--- config.mk ---
export PLATFORM = sky130hd
export DESIGN_NAME = frame_sync_tx
export DESIGN_NICKNAME = d
export VERILOG_FILES = /design/src/rtl/frame_sync_tx.sv
export SDC_FILE = /design/constraint.sdc
export NUM_CORES = 1
export LEC_CHECK = 0
export BUFFER_PORTS_ARGS = -buffer_cell sky130_fd_sc_hd__buf_2
export CAP_MARGIN = 10
export CORE_MARGIN = 2
export CORE_UTILIZATION = 35
export CTS_CLUSTER_SIZE = 24
export DETAILED_ROUTE_END_ITERATION = 10
export SYNTH_ARGS = -nofsm -noshare
export SYNTH_HDL_FRONTEND = slang
export SYNTH_SLANG_ARGS = --single-unit
--- constraint.sdc ---
create_clock -name clk -period 5.45 [get_ports clk]
set_input_delay 0.545 -clock clk [delete_from_list [all_inputs] [get_ports clk]]
set_output_delay 0.545 -clock clk [all_outputs]
set_load 0.01 [all_outputs]
--- src/rtl/frame_sync_tx.sv ---
// Raster sync generator: programmable hsync/vsync strobes with a 12-bit sample
// stream gated onto the DAC output during the active window.
module frame_sync_tx #(
    parameter int DATA_W = 12,
    parameter int CNT_W  = 16
) (
    input  logic              clk,
    input  logic              reset_n,
    input  logic              enable_i,
    input  logic [CNT_W-1:0]  h_total_i,
    input  logic [CNT_W-1:0]  h_sync_len_i,
    input  logic [CNT_W-1:0]  h_act_start_i,
    input  logic [CNT_W-1:0]  h_act_len_i,
    input  logic [CNT_W-1:0]  v_total_i,
    input  logic [CNT_W-1:0]  v_sync_len_i,
    input  logic [CNT_W-1:0]  v_act_start_i,
    input  logic [CNT_W-1:0]  v_act_len_i,
    input  logic [DATA_W-1:0] sample_data_i,
    input  logic              sample_valid_i,
    output logic              sample_ready_o,
    output logic [DATA_W-1:0] dac_data_o,
    output logic              dac_valid_o,
    output logic              hsync_o,
    output logic              vsync_o,
    output logic              frame_done_o,
    output logic              underflow_o,
    output logic [15:0]       underflow_cnt_o,
    output logic              cfg_err_o
);
    typedef enum logic [1:0] {IDLE, ARM, RUN, DRAIN} state_t;

    localparam logic [CNT_W-1:0] ONE = CNT_W'(1);
    localparam logic [CNT_W-1:0] TWO = CNT_W'(2);

    state_t state_reg, state_next;
    logic   load_cfg;

    logic [CNT_W-1:0] h_total_reg, h_sync_len_reg, h_act_start_reg, h_act_len_reg;
    logic [CNT_W-1:0] v_total_reg, v_sync_len_reg, v_act_start_reg, v_act_len_reg;
    logic [CNT_W-1:0] h_cnt_reg, v_cnt_reg;
    logic             rearm_block_reg;

    logic             run, h_last, v_last, frame_wrap;
    logic             hs, vs, h_in, v_in, act, cfg_bad;
    logic [CNT_W:0]   h_act_end, v_act_end;

    assign run        = (state_reg == RUN);
    assign h_last     = (h_cnt_reg == (h_total_reg - ONE));
    assign v_last     = (v_cnt_reg == (v_total_reg - ONE));
    assign frame_wrap = h_last && v_last;

    assign h_act_end  = {1'b0, h_act_start_reg} + {1'b0, h_act_len_reg};
    assign v_act_end  = {1'b0, v_act_start_reg} + {1'b0, v_act_len_reg};
    assign hs         = (h_cnt_reg < h_sync_len_reg);
    assign vs         = (v_cnt_reg < v_sync_len_reg);
    assign h_in       = (h_cnt_reg >= h_act_start_reg) && ({1'b0, h_cnt_reg} < h_act_end);
    assign v_in       = (v_cnt_reg >= v_act_start_reg) && ({1'b0, v_cnt_reg} < v_act_end);
    assign act        = h_in && v_in;

    assign sample_ready_o = run && act;

    // Checked on the raw inputs during ARM, i.e. exactly the values being latched.
    assign cfg_bad = (h_total_i < TWO) || (v_total_i == '0)
                  || (h_sync_len_i >= h_total_i) || (v_sync_len_i >= v_total_i)
                  || (h_act_len_i == '0) || (v_act_len_i == '0)
                  || (({1'b0, h_act_start_i} + {1'b0, h_act_len_i}) > {1'b0, h_total_i})
                  || (({1'b0, v_act_start_i} + {1'b0, v_act_len_i}) > {1'b0, v_total_i});

    always_comb begin
        state_next = state_reg;
        load_cfg   = 1'b0;
        case (state_reg)
            IDLE:  if (enable_i && !rearm_block_reg) state_next = ARM;
            ARM: begin
                load_cfg   = 1'b1;
                state_next = cfg_bad ? IDLE : RUN;
            end
            RUN: begin
                if (frame_wrap) begin
                    if (enable_i) load_cfg   = 1'b1;
                    else          state_next = DRAIN;
                end
            end
            DRAIN: state_next = IDLE;
            default: state_next = IDLE;
        endcase
    end

    always_ff @(posedge clk or negedge reset_n) begin
        if (!reset_n) begin
            state_reg       <= IDLE;
            rearm_block_reg <= 1'b0;
            cfg_err_o       <= 1'b0;
            h_cnt_reg       <= '0;
            v_cnt_reg       <= '0;
            h_total_reg     <= '0;
            h_sync_len_reg  <= '0;
            h_act_start_reg <= '0;
            h_act_len_reg   <= '0;
            v_total_reg     <= '0;
            v_sync_len_reg  <= '0;
            v_act_start_reg <= '0;
            v_act_len_reg   <= '0;
        end else begin
            state_reg <= state_next;
            // A rejected config blocks re-arming until enable has been seen low.
            if (state_reg == ARM && cfg_bad) rearm_block_reg <= 1'b1;
            else if (!enable_i)              rearm_block_reg <= 1'b0;
            if (state_reg == ARM) cfg_err_o <= cfg_bad;
            if (load_cfg) begin
                h_total_reg     <= h_total_i;
                h_sync_len_reg  <= h_sync_len_i;
                h_act_start_reg <= h_act_start_i;
                h_act_len_reg   <= h_act_len_i;
                v_total_reg     <= v_total_i;
                v_sync_len_reg  <= v_sync_len_i;
                v_act_start_reg <= v_act_start_i;
                v_act_len_reg   <= v_act_len_i;
            end
            if (run) begin
                if (h_last) begin
                    h_cnt_reg <= '0;
                    v_cnt_reg <= v_last ? '0 : v_cnt_reg + ONE;
                end else begin
                    h_cnt_reg <= h_cnt_reg + ONE;
                end
            end else begin
                h_cnt_reg <= '0;
                v_cnt_reg <= '0;
            end
        end
    end

    // Output register: every strobe and sample is one clock behind its counter position.
    always_ff @(posedge clk or negedge reset_n) begin
        if (!reset_n) begin
            hsync_o         <= 1'b0;
            vsync_o         <= 1'b0;
            dac_valid_o     <= 1'b0;
            dac_data_o      <= '0;
            frame_done_o    <= 1'b0;
            underflow_o     <= 1'b0;
            underflow_cnt_o <= '0;
        end else begin
            hsync_o      <= run && hs;
            vsync_o      <= run && vs;
            dac_valid_o  <= run && act;
            dac_data_o   <= (run && act && sample_valid_i) ? sample_data_i : '0;
            frame_done_o <= run && frame_wrap;
            underflow_o  <= run && act && !sample_valid_i;
            if (state_reg == ARM)
                underflow_cnt_o <= '0;
            else if (run && act && !sample_valid_i && underflow_cnt_o != 16'hFFFF)
                underflow_cnt_o <= underflow_cnt_o + 16'd1;
        end
    end
endmodule

==> out/results.txt, run 1 <==
cell area power density = 178.9 nW/um2
IO Pins = 179
Setup Skew = 0.02303 ns
Final Util = 39.84%
vias in the first global route = 12790
Post-Synthesis Cells = 1618
largest net degree at the start of global routing = 101
Worst Max-Slew Pin Slew = 1.081 ns
ys flop type = dfrtp_1
Initial Utilization = 35.17%
Sinks on Clock Net = 197
Antenna Nets Post-Route = 0
die height = 219.6 um
WP data required = 4.91 ns
setup violators final = 0
relative slew slack = 27.93%
Syn Nets = 1995
maximum VDD drop = 0.1885 mV
Clock Path Buffers = 2
status = complete, no violations
crit end category = primary output
number of remaining DRC errors = 0
Final min period = 5.189 ns
mean post-synth cell area = 10.06 um2
CP Cell Sequence = ha_2 -> fa_2 -> a21o_1 -> nand4_1 -> nand4b_1 -> o311ai_2 -> buf_4 -> nand2b_1 -> a21oi_2 -> xor2_1 -> ha_1 -> a2111oi_4 -> a221oi_2 -> a21boi_0 -> a2111oi_1 -> a21oi_1 -> nand3_2 -> and3_4 -> buf_2
max-cap violations = 0
cell taking the most area after synthesis = dfrtp_1
endpoints failing hold = 0
max-slew violations = 0
DP Wirelength = 36150 um
Yosys warning total = 0
Routed WL = 46240 um
Critical Path Max Stage Delay = 0.41 ns
Die W = 219.6 um
fill count = 4581
first-pass GRT wire length = 71950 um
ratio of cells with drive above 1 in the final layout = 21.62%
final worst path period share = 95.21%
footprint of the multi-input gates = 10570 um2
latest clock arrival within the worst-skew pair = 0.50 ns
Sequential Area = 4930 um2
leakage = 0.009369 uW
Yosys cell types = 82
GRT Overall Usage = 19.58%
worst hold path type = input port to async pin
Internal = 2287 uW
Final Cell Area = 18430 um2
H-tree depth = 4
residual overflow from global routing = 0
mapped cell area = 16270 um2
Core ar. = 46260 um2
Crit Path Class = register to primary output
CTS root buf = clkbuf_16
number of synthesized flops with an enable pin = 0
RePlAce Congestion = 0.8594
port bufs = 178
Sw Ratio = 30.67%
net count reported at finish = 2177
clock share of power = 40.3%
top cells by area, synth = dfrtp_1 (30%), ha_1 (18%), mux2_4 (11%), xnor2_1 (3.5%), inv_1 (3.0%)
Yosys top cell area share = 30.30%
Worst Path Arrival = 4.64 ns
maximum net fanout on the critical path = 3
antenna violations before repair = 1
most common library cells after synthesis = ha_1 (229), dfrtp_1 (197), inv_1 (132)
CTS tree = yes
Initial DRC Count = 674
fmax = 192.7 MHz
Combinational Power Share = 15.5%
sequential share of the synthesized area = 30.30%
CTS Buf Count = 17
Worst-path clk slew = 0.08 ns
crit start category = register
DP Area = 17700 um2
Pre-antenna DRT Iters = 5
Post-synth ARST share = 100.0%
CP max stage cell = dfrtp_1
vias = 12980
post-synthesis register bit count = 197
proportion of power drawn by flip-flops and latches = 44.3%
DR WL/cell = 19.10 um
die area = 48230 um2
Syn-to-layout area delta = 13.28%
row count = 79
Via-to-Cell Ratio = 5.362
count leader, synth = ha_1
setup_tns = 0 ns
Switching Power = 1012 uW
==> per-stage QoR <==
stage / instances / power (uW) / hold WS (ns) / worst slack (ns)
after floorplan: 1618 / 1770 / 0.2494 / 0.5697
after global placement: 2383 / 1982 / 0.4723 / 0.2203
after detailed placement: 2383 / 1995 / 0.4712 / 0.006413
after CTS: 2415 / 3348 / 0.06713 / 0.007603
after global routing: 2421 / 3461 / 0.09633 / -0.05427
final: 2421 / 3298 / 0.06869 / 0.2612
==> path summary, 6_finish.rpt <==
kind                                          from            endpoint  slack [ns]  cells after the start
worst max-delay path            h_act_start_reg[0]      sample_ready_o        0.26                     19
worst min-delay path                       reset_n  v_sync_len_reg[11]        0.07                      1
worst max register to register  h_act_start_reg[0]  underflow_cnt_o[7]        0.53                     22
worst min register to register     rearm_block_reg     rearm_block_reg        0.49                      2
max in group asynchronous                  reset_n   h_act_len_reg[12]        4.05                      2
min in group clk                  h_act_start_i[3]  h_act_start_reg[3]        0.29                      2
==> cells in the final DEF, fill, tap and decap left out, types with 5 or more instances in the layout <==
| cell type | count |
|---|---|
| clkbuf_16 | 17 |
| a31oi_1 | 7 |
| a211oi_1 | 9 |
| dfrtp_1 | 197 |
| or4_1 | 8 |
| o21ai_0 | 54 |
| o2111ai_1 | 10 |
| mux2_1 | 8 |
| a21oi_1 | 94 |
| and2_1 | 5 |
| a211o_1 | 7 |
| nand2b_1 | 24 |
| mux2_4 | 115 |
| inv_8 | 7 |
| a21boi_0 | 5 |
| nand4_1 | 28 |
| or3_1 | 12 |
| inv_1 | 132 |
| nor3b_1 | 7 |
| buf_2 | 177 |
| nor2b_1 | 18 |
| nor2_1 | 103 |
| o31ai_1 | 8 |
| nor4_1 | 32 |
| mux2_2 | 7 |
| and3_1 | 27 |
| o211ai_1 | 12 |
| ha_1 | 228 |
| nor3_1 | 27 |
| xnor2_1 | 65 |
| nand3_1 | 54 |
| buf_4 | 18 |
| xor2_1 | 51 |
| nand2_1 | 66 |
| mux2i_1 | 10 |
| a2111oi_0 | 7 |
| a21o_1 | 43 |
| o21a_1 | 17 |
| and4_1 | 10 |
==> what timing repair did <==
item / 4_1_cts / 5_1_grt
resized for setup: 7 / 15
pin swaps: 2 / 14
hold buffers: 0 / 0
setup buffers: 0 / 5
gates cloned: 0 / 0
setup endpoints to repair: 4 / 3
hold endpoints to repair: 0 / 0
==> layout make-up <==
cell class	count	area share, %
Clock buffer	17	2.308
Clock inverter	15	0.9504
Tap cell	607	4.121
Timing Repair Buffer	198	5.831
Inverter	132	2.688
Antenna cell	1	0.01358
Sequential cell	197	26.75
Multi-Input combinational cell	1254	57.34
==> cell families after synthesis <==
| group | share of synthesized area, % |
|---|---|
| xor gates and xnor gates | 6.244 |
| AOI/OAI and AO/OA | 12.61 |
| DFF | 30.30 |
| and+or+nand+nor | 15.13 |
| adders and majority gates | 18.10 |
| muxes | 12.27 |
| buffers and inverters | 5.352 |
==> power by group through the flow <==
stage,logic (uW),clock network [uW],registers (uW)
2_1_floorplan,280,0,1490
3_3_place_gp,493,0,1490
3_5_place_dp,506,0,1490
4_1_cts,510,1380,1460
5_1_grt,571,1430,1460
6_report,510,1330,1460
==> routing by layer <==
layer / share of wire (%) / GRT usage, %
met1: 47 / 26.65
met2: 47 / 31.66
met3: 4.0 / 3.368
met4: 1.8 / 6.040
met5: 0 / 0
==> critical path: cells and delay by family, from the launching register on <==
family,cells,cell delay (ns)
buffers and inverters,2,0.31
flip-flops,1,0.41
XOR/XNOR,1,0.17
AO/OA/AOI/OAI,8,1.74
AND/OR/NAND/NOR,5,0.64
adder cells (fa/ha/maj),3,0.87
Power figures use the tool's default switching activity.
==> inputs of run 2 (changes only) <==
- CORE_ASPECT_RATIO: default -> 1.4
- CORE_MARGIN: 2 -> default
==> run 2 against run 1 <==
Sequential share of layout area grew 0.16 points. Wire length is 0.70% higher. Critical path depth fell by 1. Global-route usage up 0.63 points. Sequential power is essentially flat. First-iteration DRC count is 1.9% lower. Hold slack worse by 0.022 ns. Die area down 1.8%.
==> out/results.txt, run 2 (synthesized netlist as in run 1, its figures left out) <==
status = complete, no violations
H-tree depth = 4 (unchanged)
final worst path period share = 96.35% (+1.1 points)
leakage = 0.009309 uW (-0.64%)
Final WS setup = 0.1988 ns (-0.06239 ns)
port bufs = 178 (unchanged)
Sinks on Clock Net = 197 (unchanged)
endpoints failing hold = 0 (unchanged)
Die W = 184.2 um (-16%)
GRT Overall Usage = 20.21% (+0.63 points)
Routed WL = 46560 um (+0.70%)
fmax = 190.4 MHz (-1.2%)
Buf/Inv on CP = 2 (unchanged)
Via-to-Cell Ratio = 5.316 (-0.86%)
DP Wirelength = 36920 um (+2.1%)
maximum VDD drop = 0.2403 mV (+27%)
CTS root buf = clkbuf_16
most frequent cells in the layout = ha_1 (229), dfrtp_1 (197), buf_2 (177), inv_1 (132), mux2_4 (115)
CP Cell Sequence = ha_1 -> fa_1 -> a211oi_1 -> o211ai_1 -> nand3_1 -> a21oi_1 -> o41ai_2 -> inv_1 -> a21oi_1 -> xor2_1 -> ha_1 -> nand4_1 -> a211oi_1 -> a2111oi_0 -> a2111oi_1 -> o211ai_1 -> and3_4 -> buf_2
CTS Buf Count = 17 (unchanged)
vias = 12890 (-0.70%)
crit start category = register
r2r worst-path depth = 19 (-14%)
fill count = 4568 (-0.28%)
Levels on crit path = 18 (-1)
CP max stage cell = fa_1
max-cap violations = 0 (unchanged)
largest net degree at the start of global routing = 141 (+40%)
Sequential Area = 4930 um2 (unchanged)
Core ar. = 45960 um2 (-0.64%)
Worst Setup SP = v_act_start_reg[0]
worst hold path type = input port to async pin
max-slew violations = 0 (unchanged)
first-pass GRT wire length = 73580 um (+2.3%)
relative slew slack = 30.63% (+2.7 points)
Worst Path Arrival = 4.71 ns (+0.07 ns)
footprint of the multi-input gates = 10540 um2 (-0.32%)
setup violators final = 0 (unchanged)
Worst R2R Start = v_act_start_reg[0]
RePlAce Congestion = 0.8804 (+2.4%)
Setup Skew = 0.01439 ns (-0.008649 ns)
Placed Instances = 2388 (+0.21%)
die height = 257.1 um (+17%)
ratio of cells with drive above 1 in the final layout = 20.83% (-0.79 points)
CTS tree = yes
Worst-path clk slew = 0.08 ns (about the same)
reg-to-reg endpoint = underflow_cnt_o[5]
DR WL/cell = 19.20 um (+0.53%)
Initial DRC Count = 661 (-1.9%)
Syn-to-layout area delta = 12.61%
Final Cell Area = 18320 um2 (-0.59%)
r2r setup slk = 0.51 ns (-0.02 ns)
row count = 93 (+18%)
crit end category = primary output
Worst Max-Slew Pin Slew = 1.041 ns (-0.04045 ns)
DP Area = 17660 um2 (-0.21%)
cell family with most CP delay = compound AO/OA/AOI/OAI gates
maximum net fanout on the critical path = 3 (unchanged)
setup_tns = 0 ns (unchanged)
Pre-antenna DRT Iters = 5 (unchanged)
commonest non-fill, non-tap cell in the layout = ha_1
cell area power density = 178.5 nW/um2 (-0.22%)
IO Pins = 179 (unchanged)
antenna violations before repair = 6 (+5)
Crit Path Class = register to primary output
Final min period = 5.251 ns (+0.06239 ns)
latest clock arrival within the worst-skew pair = 0.47 ns (-0.03 ns)
RSZ-0062 raised after global routing = yes
Critical Path Max Stage Delay = 0.44 ns (+0.03 ns)
die area = 47370 um2 (-1.8%)
residual overflow from global routing = 0 (unchanged)
Initial Utilization = 35.40% (+0.23 points)
vias in the first global route = 13230 (+3.5%)
final cell count without fillers = 2425 (+0.17%)
Setup crit end = sample_ready_o
Antenna Nets Post-Route = 0 (unchanged)
WP data required = 4.91 ns (about the same)
Clock Path Buffers = 2 (unchanged)
pre-CTS WS = 0.09274 ns (+0.08633 ns)
number of remaining DRC errors = 0 (unchanged)
net count reported at finish = 2169 (-0.37%)
[run 2: per-layer routing]
layer  part of all wire, %  vias to the layer above  GRT usage [%]
met1                    41                     6279          23.48
met2                    52                      295          37.04
li1                      -                     6233              -
met5                 0.058                        -              0
met3                   3.6                       80          2.816
met4                   3.0                        4          7.546
[run 2: what timing repair did]
action / in CTS / in global routing
gates resized for setup: 4 / 10
hold buffers: 0 / 0
pin swaps: 2 / 4
endpoints found under the setup margin: 1 / 14
hold endpoints to repair: 0 / 0
buffers inserted: 0 / 2
[run 2: layout make-up]
type / count / share of cell area, %
Sequential cell: 197 / 26.91
Tap cell: 617 / 4.213
Multi-Input combinational cell: 1254 / 57.50
Clock inverter: 13 / 0.7512
Timing Repair Buffer: 190 / 5.470
Inverter: 132 / 2.704
Antenna cell: 3 / 0.04097
Clock buffer: 19 / 2.417
[run 2: power breakdown]
group	internal, uW	switching, uW
Combinational	199	302
Sequential	1460	0.0000000000000131
Clock	659	652
[run 2: worst min path at each step]
stage / startpoint / endpoint / slack [ns]
global route: reset_n / dac_data_o[8] / 0.07
floorplan: reset_n / async pin / 0.25
global placement: rearm_block_reg / rearm_block_reg / 0.46
CTS: reset_n / dac_data_o[6] / 0.06
finish: reset_n / dac_data_o[10] / 0.05
detailed placement: rearm_block_reg / rearm_block_reg / 0.49
[run 2: worst register-to-register path, stage by stage (launching register included)]
cell and delay [ns]:
dfrtp_1 0.40, ha_1 0.24, fa_1 0.44, a211oi_1 0.35
o211ai_1 0.19, nand3_1 0.14, a21oi_1 0.11, o41ai_2 0.27
inv_1 0.07, a21oi_1 0.18, xor2_1 0.16, ha_1 0.26
nand4_1 0.11, a211oi_1 0.06, a2111oi_0 0.45, a2111oi_1 0.11
o211ai_1 0.22, nand2_2 0.32, nor4_1 0.38, mux2_2 0.37
[run 2: stage by stage]
step	power (uW)	hold WS, ns	utilization [%]
2_1_floorplan	1770	0.2494	-
3_3_place_gp	1977	0.4620	38.43
3_5_place_dp	1991	0.4869	38.43
4_1_cts	3317	0.05591	39.71
5_1_grt	3425	0.07024	39.86
6_report	3271	0.04697	39.86
==> inputs of run 3 (changes only) <==
- BUFFER_PORTS_ARGS: -buffer_cell sky130_fd_sc_hd__buf_2 -> default
- DONT_BUFFER_PORTS: default -> 1
- TNS_END_PERCENT: default -> 5
==> run 3 against run 2 <==
Sequential power barely moved. Critical path depth rose by 1. Sequential cell count did not move. Clock skew rose by 0.0022 ns. Largest cell class unchanged. First-iteration DRC count fell by 20%. Cell count fell by 7.3%.
==> out/results.txt, run 3 (synthesized netlist as in run 1, its figures left out) <==
row count = 93 (unchanged)
Syn-to-layout area delta = 7.644%
GRT Overall Usage = 19.60% (-0.60 points)
Switching Power = 864.9 uW (-9.3%)
Setup Skew = 0.01661 ns (+0.002223 ns)
endpoints failing hold = 0 (unchanged)
ratio of cells with drive above 1 in the final layout = 12.63% (-8.2 points)
die area = 47370 um2 (unchanged)
Antenna diodes = 0 (-3)
vias = 12180 (-5.5%)
Sequential Area = 4930 um2 (unchanged)
footprint of the multi-input gates = 10550 um2 (+0.17%)
reg-to-reg endpoint = underflow_cnt_o[5]
proportion of power drawn by flip-flops and latches = 45.0% (+0.4 points)
setup_tns = 0 ns (unchanged)
cell family with most CP delay = compound AO/OA/AOI/OAI gates
final cell count without fillers = 2248 (-7.3%)
largest net degree at the start of global routing = 198 (+40%)
DR WL/cell = 20.21 um (+5.2%)
DP Area = 16760 um2 (-5.1%)
Placed Instances = 2211 (-7.4%)
vias in the first global route = 12420 (-6.2%)
RSZ-0062 raised after global routing = no
Sinks on Clock Net = 197 (unchanged)
max-cap violations = 0 (unchanged)
IO Pins = 179 (unchanged)
CP Cell Sequence = ha_1 -> fa_2 -> a21o_1 -> nand4_1 -> nand4b_1 -> o311ai_2 -> buf_4 -> nand2b_1 -> a21oi_2 -> xor2_1 -> ha_1 -> a2111oi_4 -> a221oi_2 -> a21boi_0 -> a2111oi_1 -> a21oi_1 -> nand3_2 -> buf_4 -> and3_4
Buf/Inv on CP = 2 (unchanged)
CTS Buf Count = 17 (unchanged)
final worst path period share = 95.25% (-1.1 points)
Die W = 184.2 um (unchanged)
maximum net fanout on the critical path = 3 (unchanged)
residual overflow from global routing = 0 (unchanged)
first-pass GRT wire length = 70570 um (-4.1%)
fmax = 192.6 MHz (+1.2%)
Final Util = 38.11% (-1.8 points)
Via-to-Cell Ratio = 5.419 (+1.9%)
CTS root buf = clkbuf_16
DP Wirelength = 36250 um (-1.8%)
WP data required = 4.91 ns (about the same)
Routed WL = 45430 um (-2.4%)
Pre-antenna DRT Iters = 4 (-1)
CP max stage cell = dfrtp_1
Combinational Power Share = 12.5% (-2.8 points)
Final Cell Area = 17510 um2 (-4.4%)
commonest non-fill, non-tap cell in the layout = ha_1
cell area power density = 185.2 nW/um2 (+3.7%)
Final WS setup = 0.2591 ns (+0.06026 ns)
relative slew slack = 26.63% (-4.0 points)
Worst Max-Slew Pin Slew = 1.101 ns (+0.05999 ns)
net count reported at finish = 1995 (-8.0%)
Initial DRC Count = 530 (-20%)
crit start category = register
RePlAce Congestion = 0.8486 (-3.6%)
maximum VDD drop = 0.2413 mV (+0.41%)
Worst Path Arrival = 4.65 ns (-0.06 ns)
Crit Path Class = register to primary output
Critical Path Max Stage Delay = 0.40 ns (-0.04 ns)
number of remaining DRC errors = 0 (unchanged)
CTS tree = yes
Antenna Nets Post-Route = 0 (unchanged)
die height = 257.1 um (unchanged)
worst hold path type = input port to async pin
Initial Utilization = 35.40% (unchanged)
port bufs = 0 (-100%)
Clock Path Buffers = 2 (unchanged)
leakage = 0.008594 uW (-7.7%)
r2r setup slk = 0.59 ns (+0.08 ns)
latest clock arrival within the worst-skew pair = 0.47 ns (about the same)
Core ar. = 45960 um2 (unchanged)
max-slew violations = 0 (unchanged)
crit end category = primary output
clock share of power = 42.5% (+2.4 points)
pre-CTS WS = 0.03542 ns (-0.05732 ns)
fill count = 4583 (+0.33%)
Internal = 2379 uW (+2.6%)
H-tree depth = 4 (unchanged)
Final min period = 5.191 ns (-0.06026 ns)
status = complete, no violations
antenna violations before repair = 1 (-5)
r2r worst-path depth = 21 (+2)
most frequent cells in the layout = ha_1 (229), dfrtp_1 (197), inv_1 (132), mux2_4 (115), nor2_1 (103)
setup violators final = 0 (unchanged)
Worst-path clk slew = 0.08 ns (about the same)
Worst R2R Start = h_act_start_reg[0]
Sw Ratio = 26.66% (-2.5 points)
==> run 3: how the worst max path moves through the flow <==
stage / startpoint / endpoint / slack [ns] / cells after the start
floorplan: h_act_start_reg[0] / sample_ready_o / 0.57 / 18
global route: h_act_start_reg[0] / sample_ready_o / 0.002 / 19
CTS: h_act_start_reg[0] / sample_ready_o / 0.02 / 19
detailed placement: h_act_start_reg[0] / underflow_cnt_o[5] / 0.04 / 21
global placement: h_act_start_reg[0] / underflow_cnt_o[7] / 0.26 / 21
finish: h_act_start_reg[0] / sample_ready_o / 0.26 / 19
==> run 3: power groups by stage <==
stage	sequential [uW]	clock, uW	combinational (uW)
2_1_floorplan	1490	0	280
3_3_place_gp	1490	0	358
3_5_place_dp	1490	0	371
4_1_cts	1460	1410	408
5_1_grt	1460	1470	462
6_report	1460	1380	405
==> run 3: worst reg2reg max path, cell delays in order, from the launching register on <==
cell	delay, ns
dfrtp_1	0.40
ha_1	0.24
fa_2	0.37
a21o_1	0.19
nand4_1	0.10
nand4b_1	0.17
o311ai_2	0.28
buf_4	0.16
nand2b_1	0.07
a21oi_2	0.14
xor2_1	0.16
ha_1	0.29
a2111oi_4	0.36
a221oi_2	0.13
a21boi_0	0.15
a2111oi_1	0.34
a21oi_1	0.15
nand3_2	0.14
nand2_1	0.06
buf_4	0.20
nor4_1	0.27
mux2_2	0.37
==> run 3: timing repair <==
| item | in CTS | in global routing |
|---|---|---|
| hold buffers | 1 | 0 |
| buffers inserted | 0 | 4 |
| pin swaps | 1 | 8 |
| endpoints found under the hold margin | 197 | 0 |
| resized for setup | 5 | 12 |
| endpoints found under the setup margin | 1 | 15 |
==> run 3: final cells by class <==
class,instances,area share [%]
timing repair buffer,16,0.8001
inverter,132,2.829
multi-input combinational,1254,60.25
clock inverter,12,0.9573
tap,617,4.408
sequential,197,28.15
clock buffer,20,2.608
==> run 3: routing by layer <==
metal / GRT usage [%] / part of all wire (%)
met1: 21.66 / 39
met2: 35.66 / 52
met3: 4.543 / 6.0
met4: 7.894 / 3.1
met5: 0 / 0.029
==> run 3: metrics by stage <==
step	hold slack, ns	power [uW]
after CTS	0.1058	3283
after detailed placement	0.2611	1860
after global routing	0.1204	3387
after global placement	0.2617	1847
after floorplan	0.2494	1770
final	0.1223	3244
